$ cat src/rtl/hoene_led_pkg.sv
// Shared types and constants for the LED update scheduler: FSM states, default PWM
// width and the placement of each colour field inside the packed data word.
package hoene_led_pkg;

   typedef enum logic [1:0] {
      StBlank,
      StArmed,
      StRun,
      StRunPending
   } led_state_e;

   localparam int unsigned PwmBitsDefault = 10;

   // Field index within data_in: {blue, green, red}, red in the LSBs.
   localparam int unsigned RedField   = 0;
   localparam int unsigned GreenField = 1;
   localparam int unsigned BlueField  = 2;

   function automatic int unsigned colour_lsb(input int unsigned field,
                                              input int unsigned bits);
      return field * bits;
   endfunction

endpackage

$ cat src/rtl/hoene_period_watchdog.sv
// Saturating period counter: clear has priority over increment, expired is high
// while the count sits at the limit.
module hoene_period_watchdog #(
   parameter int unsigned TIMEOUT_PERIODS = 1024
) (
   input  logic clk,
   input  logic rst,
   input  logic clear_i,
   input  logic inc_i,
   output logic expired_o
);

   localparam int unsigned CntW = $clog2(TIMEOUT_PERIODS + 1);
   localparam logic [CntW-1:0] Limit = CntW'(TIMEOUT_PERIODS);

   logic [CntW-1:0] cnt_q, cnt_d;

   always_comb begin
      cnt_d = cnt_q;
      if (clear_i) begin
         cnt_d = '0;
      end else if (inc_i && (cnt_q != Limit)) begin
         cnt_d = cnt_q + CntW'(1);
      end
   end

   always_ff @(posedge clk) begin
      if (rst) begin
         cnt_q <= '0;
      end else begin
         cnt_q <= cnt_d;
      end
   end

   assign expired_o = (cnt_q == Limit);

endmodule

$ cat src/rtl/hoene_led_update_scheduler.sv
// PWM timebase plus shadow/active colour registers; frames commit only at the
// period wrap so a period never shows a torn colour, and a watchdog blanks on silence.
module hoene_led_update_scheduler
   import hoene_led_pkg::*;
#(
   parameter int unsigned PWM_BITS        = PwmBitsDefault,
   parameter int unsigned TIMEOUT_PERIODS = 1024
) (
   input  logic                  clk,
   input  logic                  rst,
   input  logic                  store_i,
   input  logic [3*PWM_BITS-1:0] data_in_i,
   output logic [PWM_BITS-1:0]   pwm_count_o,
   output logic                  period_start_o,
   output logic [PWM_BITS-1:0]   red_o,
   output logic [PWM_BITS-1:0]   green_o,
   output logic [PWM_BITS-1:0]   blue_o,
   output logic                  blanked_o,
   output logic                  overrun_o
);

   localparam int unsigned RedLsb   = colour_lsb(RedField, PWM_BITS);
   localparam int unsigned GreenLsb = colour_lsb(GreenField, PWM_BITS);
   localparam int unsigned BlueLsb  = colour_lsb(BlueField, PWM_BITS);

   led_state_e state_q, state_d;

   logic [PWM_BITS-1:0]   cnt_q;
   logic [3*PWM_BITS-1:0] shadow_q;
   logic [PWM_BITS-1:0]   red_q, green_q, blue_q;
   logic                  blanked_q, overrun_q;

   logic wrap, wd_expired;
   logic commit, blank_now, wd_clear, wd_inc, overrun_d;

   assign wrap = &cnt_q;

   hoene_period_watchdog #(
      .TIMEOUT_PERIODS(TIMEOUT_PERIODS)
   ) u_watchdog (
      .clk      (clk),
      .rst      (rst),
      .clear_i  (wd_clear),
      .inc_i    (wd_inc),
      .expired_o(wd_expired)
   );

   always_ff @(posedge clk) begin
      if (rst) begin
         state_q <= StBlank;
      end else begin
         state_q <= state_d;
      end
   end

   // A store in the wrap cycle always wins over watchdog expiry.
   always_comb begin
      state_d = state_q;
      unique case (state_q)
         StBlank:      if (store_i) state_d = StArmed;
         StArmed:      if (wrap) state_d = store_i ? StRunPending : StRun;
         StRun: begin
            if (store_i) begin
               state_d = StRunPending;
            end else if (wrap && wd_expired) begin
               state_d = StBlank;
            end
         end
         StRunPending: if (wrap && !store_i) state_d = StRun;
         default:      state_d = StBlank;
      endcase
   end

   always_comb begin
      commit    = wrap && ((state_q == StArmed) || (state_q == StRunPending));
      blank_now = wrap && (state_q == StRun) && wd_expired && !store_i;
      wd_clear  = store_i || (wrap && (state_q == StArmed));
      wd_inc    = wrap && ((state_q == StRun) || (state_q == StRunPending));
      overrun_d = store_i && !wrap && ((state_q == StArmed) || (state_q == StRunPending));
   end

   always_ff @(posedge clk) begin
      if (rst) begin
         cnt_q     <= '0;
         shadow_q  <= '0;
         red_q     <= '0;
         green_q   <= '0;
         blue_q    <= '0;
         blanked_q <= 1'b1;
         overrun_q <= 1'b0;
      end else begin
         cnt_q     <= cnt_q + PWM_BITS'(1);
         overrun_q <= overrun_d;
         if (store_i) begin
            shadow_q <= data_in_i;
         end
         // Commit reads the pre-edge shadow, so a same-cycle store waits one period.
         if (commit) begin
            red_q     <= shadow_q[RedLsb +: PWM_BITS];
            green_q   <= shadow_q[GreenLsb +: PWM_BITS];
            blue_q    <= shadow_q[BlueLsb +: PWM_BITS];
            blanked_q <= 1'b0;
         end else if (blank_now) begin
            red_q     <= '0;
            green_q   <= '0;
            blue_q    <= '0;
            blanked_q <= 1'b1;
         end
      end
   end

   assign pwm_count_o    = cnt_q;
   assign period_start_o = (cnt_q == '0);
   assign red_o          = red_q;
   assign green_o        = green_q;
   assign blue_o         = blue_q;
   assign blanked_o      = blanked_q;
   assign overrun_o      = overrun_q;

endmodule
$ cat config.mk
export PLATFORM = sky130hd
export DESIGN_NAME = hoene_led_update_scheduler
export DESIGN_NICKNAME = d
export VERILOG_FILES = /design/src/rtl/hoene_led_pkg.sv /design/src/rtl/hoene_period_watchdog.sv /design/src/rtl/hoene_led_update_scheduler.sv
export SDC_FILE = /design/constraint.sdc
export NUM_CORES = 1
export LEC_CHECK = 0
export CORE_MARGIN = 5
export CORE_UTILIZATION = 55
export CTS_BUF_LIST = sky130_fd_sc_hd__clkbuf_4 sky130_fd_sc_hd__clkbuf_8 sky130_fd_sc_hd__clkbuf_16
export CTS_CLUSTER_SIZE = 40
export DETAILED_ROUTE_END_ITERATION = 7
export PLACE_DENSITY = 0.95
export SYNTH_ARGS = -nofsm -noshare
export SYNTH_HDL_FRONTEND = slang
export SYNTH_HIERARCHICAL = 1
export SYNTH_SLANG_ARGS = --single-unit
$ cat constraint.sdc
create_clock -name clk -period 4.25 [get_ports clk]
set_input_delay 0.85 -clock clk [delete_from_list [all_inputs] [get_ports clk]]
set_output_delay 0.85 -clock clk [all_outputs]
set_load 0.1 [all_outputs]
# Word level (Yosys, flattened, before mapping)
# Index checks and enable logic that the tools add are counted.
# word_totals
regBits	85
latch_bits	0
in_bits	33
mem_count	0
word_cells	55
output_inout_bits	43
romBits	0
mem_bits_rw	0
# classes
eq_ne	9
magnitude_cmp	0
addsub	2
mul	0
n_bitwise	0
shift	0
n_reduce_logical	22
n_div	0
mux	13
# op_table
cell	count
two-way mux 10 bit	4
adder 11 x 1 -> 11 bit (second input constant)	1
== test 11 bit (second input constant)	1
logical AND 1 bit	11
inequality test 11 bit (second input constant)	1
adder 10 x 1 -> 10 bit (second input constant)	1
zero test 10 bit	1
two-way mux 2 bit	5
AND reduction 10 bit	1
case mux 2 bit (4 select lines)	1
inequality test 2 bit (second input constant)	3
== test 2 bit (second input constant)	2
AND reduction 4 bit	1
logical OR 1 bit	3
two-way mux 1 bit	3
inequality test 3 bit (second input constant)	1
== test 2 x 1 -> 1 bit (second input constant)	1
zero test 1 bit	2
zero test 2 bit	1
nonzero test 2 bit	1
OR reduction 2 bit	1

# Depth between registers and ports, before layout
# logic_depth
word_depth	6
ltp_mapped	8
depth_no_buf	7

# By module
# The synthesis kept the hierarchy.
# modules_own_cells
mod	cells_each	seq_area_each_um2	area_per_inst_um2	n_inst
hoene_led_update_scheduler	299	1481.4	3059.2	1
hoene_period_watchdog	71	220.2	611.8	1

# Worst setup path after synthesis
# No wires, ideal clock.
# synth_path
path_kind	register to output
start	register cnt_q[6] (netlist: pwm_count_o[6])
end	output period_start_o
t_required_ns	3.400
setup_slack_ns	-0.573
arrival_time_ns	3.973
path_stages_with_launch	4
cell_sequence	dfxtp_1 nor4_1 nand3b_1 nor4_1
# synth_between
elab_chain_len	1
# synth_lines
element	line_no	text
from (decl)	hoene_led_update_scheduler.sv:28	logic [PWM_BITS-1:0] cnt_q;
from (signal assigned)	hoene_led_update_scheduler.sv:92	cnt_q <= cnt_q + PWM_BITS'(1);
zero test 10 bit	hoene_led_update_scheduler.sv:113	assign period_start_o = (cnt_q == '0);
to (decl)	hoene_led_update_scheduler.sv:14	output logic period_start_o,
# Every way passes these cells.

# Final worst setup path
# layout_path
start	register cnt_q[8] (netlist: pwm_count_o[8])
end	output period_start_o
# Same word-level chain as after synthesis.

==> metrics <==
die area=8410 µm²; fraction of layout instances using a drive strength above 1=14.0%; worst-path fanout max=5; Worst Path Required=approximately 3.4 ns; Reg clk slew, reported paths=about 0.090 ns; Starting Density=57.2%; Worst Path Arrival=2.44 ns; Synth Warn #=6; outcome=completed; kind of critical path=register to output port; Final setup viols=0; Net Sw Power=0.000389 W; Max-Cap Viols=0; antenna violations before repair=0; Logic pwr share=9.1%; vias per cell=about 5.6; internal power=~0.0012 W; dpl hpwl=5.52 mm; gp weighted congestion=around 0.83; final worst path period share=77.5%; core area=6420 µm²; post-route ant nets=0; Leakage=between 1.5 and 2 nW; CTS tree=yes; fin nets=476; clock share of power=39.3%; Post-Layout Cell Count=521; worst-case reg-to-reg path depth=6; Die Ht=between 90 and 100 µm; Synth Area in Simple Gates=14.0%; CTS root buf=clkbuf_8; max incr delay on CP=roughly 1.2 ns; fin. max-slew vios=0; Die X=91.7 µm; endpoint type of the worst setup path=output port; Netlist cell types=40; Compound-Gate Fraction of Synth Area=18.7%; # diodes=0; Fmax achieved=0.304 GHz; vias in the first global route=roughly 2800; register bit total from synthesis=85; Layout area overhead=27.1%; DRT iter0 DRCs=191; post-CTS setup buffers=0; crit path time final=3.29 ns; Post-Synthesis Cell Area=3670 µm²; WL/cell=15.9 µm; largest family of logic cells by synthesized area=compound AO/OA/AOI/OAI gates; DRT Pass-1 Iters=4; Clock Tree Buf Depth=2; Sink Count=85; # placed instances=a little over 500; Skew-Pair Late Insertion Delay=0.36 ns; RSZ-0062 raised after global routing=false; Worst-Margin Slew=1.02 ns; Setup crit end=period_start_o; worst r2r src=u_watchdog/cnt_q[4]$_SDFFE_PP0P_; Switching Fraction=24.2%; Fin Setup TNS=0 ns; Critical Path Start Type=register; P per Cell Area=about 340 nW/µm²; Net Count, Synth=407; min-delay worst type=register to register; post-synthesis sequential area ratio=46.4%; Post-Synth Adder-Cell Area=under 10%; wirelength, routed=just over 8 mm; Worst Setup SP=pwm_count_o[8]$_SDFF_PP0_; post-synthesis average cell area=~10 µm²; slowest CP cell=clkdlybuf4s50_1; Max-slew headroom=32.1%; most frequent cells in the layout=dfxtp_1 (85), clkdlybuf4s50_1 (73), inv_1 (69); VDD IR max=approximately 0.00027 V; post-synthesis mux area share=8.18%; final hold viol count=0; CP Cell Sequence=nor4_1, nand3b_1, nor4_2, clkdlybuf4s50_1; most common cell after layout, fill and taps aside=dfxtp_1; worst r2r dst=blue_o[3]$_SDFFE_PP0P_; global-route wire length before repair=13.6 mm; pin count of the biggest net entering global routing=81; R2R Setup Slk=1.53 ns; PostCTS Resize Cnt=0; H-tree level count=3; Fillers=433; I/O pin count=76; Row Count=29; Post-CTS Hold Fix Bufs=0; total track usage=20.1%; sequential fraction of design power=51.5%; Residual DRC=0; IO Port Bufs=75; TritonCTS Buffers=9; via count of the routed design=2893; Post-Synthesis Cells=370; skew final=~0.018 ns; GR Overflow Total=0; Synth Area in XOR/XNOR=1.19%
-- cells in the mapped netlist --
cell type / n / area [µm²]
nand3b_1: 2 / 15.0
o32ai_2: 29 / 472
nor4b_1: 3 / 26.3
or4b_1: 1 / 10.0
or4_4: 1 / 11.3
or2b_2: 1 / 8.76
o21ai_0: 8 / 40.0
or4_1: 7 / 52.6
a41oi_1: 1 / 8.76
nor2b_1: 1 / 6.26
nor3_1: 3 / 15.0
xor2_1: 3 / 26.3
nor4_1: 6 / 37.5
a21oi_1: 11 / 55.1
xnor2_1: 2 / 17.5
o32ai_1: 1 / 8.76
nand3_2: 1 / 10.0
or3_1: 7 / 43.8
o31a_1: 2 / 17.5
a2111oi_2: 1 / 15.0
o2111ai_1: 1 / 8.76
nand2b_1: 2 / 12.5
nand2_1: 6 / 22.5
nor2_1: 37 / 139
or3b_2: 2 / 17.5
o22ai_1: 1 / 6.26
buf_2: 7 / 35.0
nand4_2: 1 / 12.5
buf_6: 4 / 45.0
nand4_1: 5 / 31.3
mux2i_1: 30 / 300
dfxtp_1: 85 / 1700
o21a_1: 1 / 7.51
nand3_1: 7 / 35.0
clkbuf_1: 10 / 37.5
ha_1: 4 / 50.1
a31o_2: 1 / 8.76
inv_1: 69 / 259
or2_2: 1 / 6.26
o31ai_1: 5 / 37.5
-- routing by layer --
layer  vias to the layer above  track usage [%]  share of wire, %
met5                         -                0                 0
met3                        15             4.26               5.9
li1                       1420                -                 -
met1                      1360             25.3                42
met4                         0             8.17               1.9
met2                        98             33.6                50
-- worst min path at each step --
stage | from | slack (ns) | depth (start not counted) | endpoint
2_1_floorplan | shadow_q[29]$_SDFFE_PP0P_ | 0.43 | 2 | blue_o[9]$_SDFFE_PP0P_
6_report | shadow_q[0]$_SDFFE_PP0P_ | 0.46 | 2 | red_o[0]$_SDFFE_PP0P_
3_3_place_gp | shadow_q[29]$_SDFFE_PP0P_ | 0.44 | 2 | blue_o[9]$_SDFFE_PP0P_
5_1_grt | shadow_q[27]$_SDFFE_PP0P_ | 0.48 | 2 | blue_o[7]$_SDFFE_PP0P_
3_5_place_dp | shadow_q[9]$_SDFFE_PP0P_ | 0.46 | 2 | red_o[9]$_SDFFE_PP0P_
4_1_cts | shadow_q[0]$_SDFFE_PP0P_ | 0.46 | 2 | red_o[0]$_SDFFE_PP0P_
-- power by group through the flow --
stage          registers [W]   logic, W  clock network [W]
6_report            0.000829   0.000147           0.000633
5_1_grt             0.000832   0.000157           0.000685
3_3_place_gp        0.000846   0.000143                  0
3_5_place_dp        0.000848   0.000146                  0
4_1_cts             0.000829   0.000148           0.000646
2_1_floorplan       0.000865  0.0000757                  0
-- flip-flops by register name, indices dropped and copies added, names as in the netlist, 2 cells and up --
name	count
shadow_q	30
u_watchdog/cnt_q	11
blue_o	10
green_o	10
pwm_count_o	10
red_o	10
state_q	2
-- final cells by class --
cell class              instances  area, µm²  area share (%)
clock buffers                  10        131            2.82
clock inverters                 6       95.1            2.04
inverters                      69        259            5.55
multi-input cells             195       1610            34.6
flip-flops and latches         85       1700            36.5
well taps                      77       96.3            2.06
repair buffers                 79        771            16.5
-- critical path: cells and delay by family, from the launching register on --
kind / cells / cell delay (ns)
buf+inv: 1 / 1.18
simple gates: 3 / 0.56
flops: 1 / 0.35
-- metrics by stage --
step / area, µm² / hold WS (ns) / utilization [%] / power, W / setup slack (ns)
after floorplan: 3680 / 0.433 / - / 0.000941 / 0.601
after global placement: 4440 / 0.436 / 69.1 / 0.000989 / 1.36
after detailed placement: 4440 / 0.458 / 69.1 / 0.000994 / 1.32
after CTS: 4670 / 0.463 / 72.7 / 0.00162 / 0.932
after global routing: 4670 / 0.484 / 72.7 / 0.00167 / 0.792
final: 4670 / 0.462 / 72.7 / 0.00161 / 0.956
-- kinds of logic (layout without fill, tap and decap cells) --
group,after synthesis,count (layout)
AND/OR/NAND/NOR,94,94
adder cells (fa/ha/maj),4,4
multiplexers,30,30
AO/OA/AOI/OAI,62,62
buffers and inverters,90,164
XOR/XNOR,5,5
flip-flops,85,85
Power figures use the tool's default switching activity.
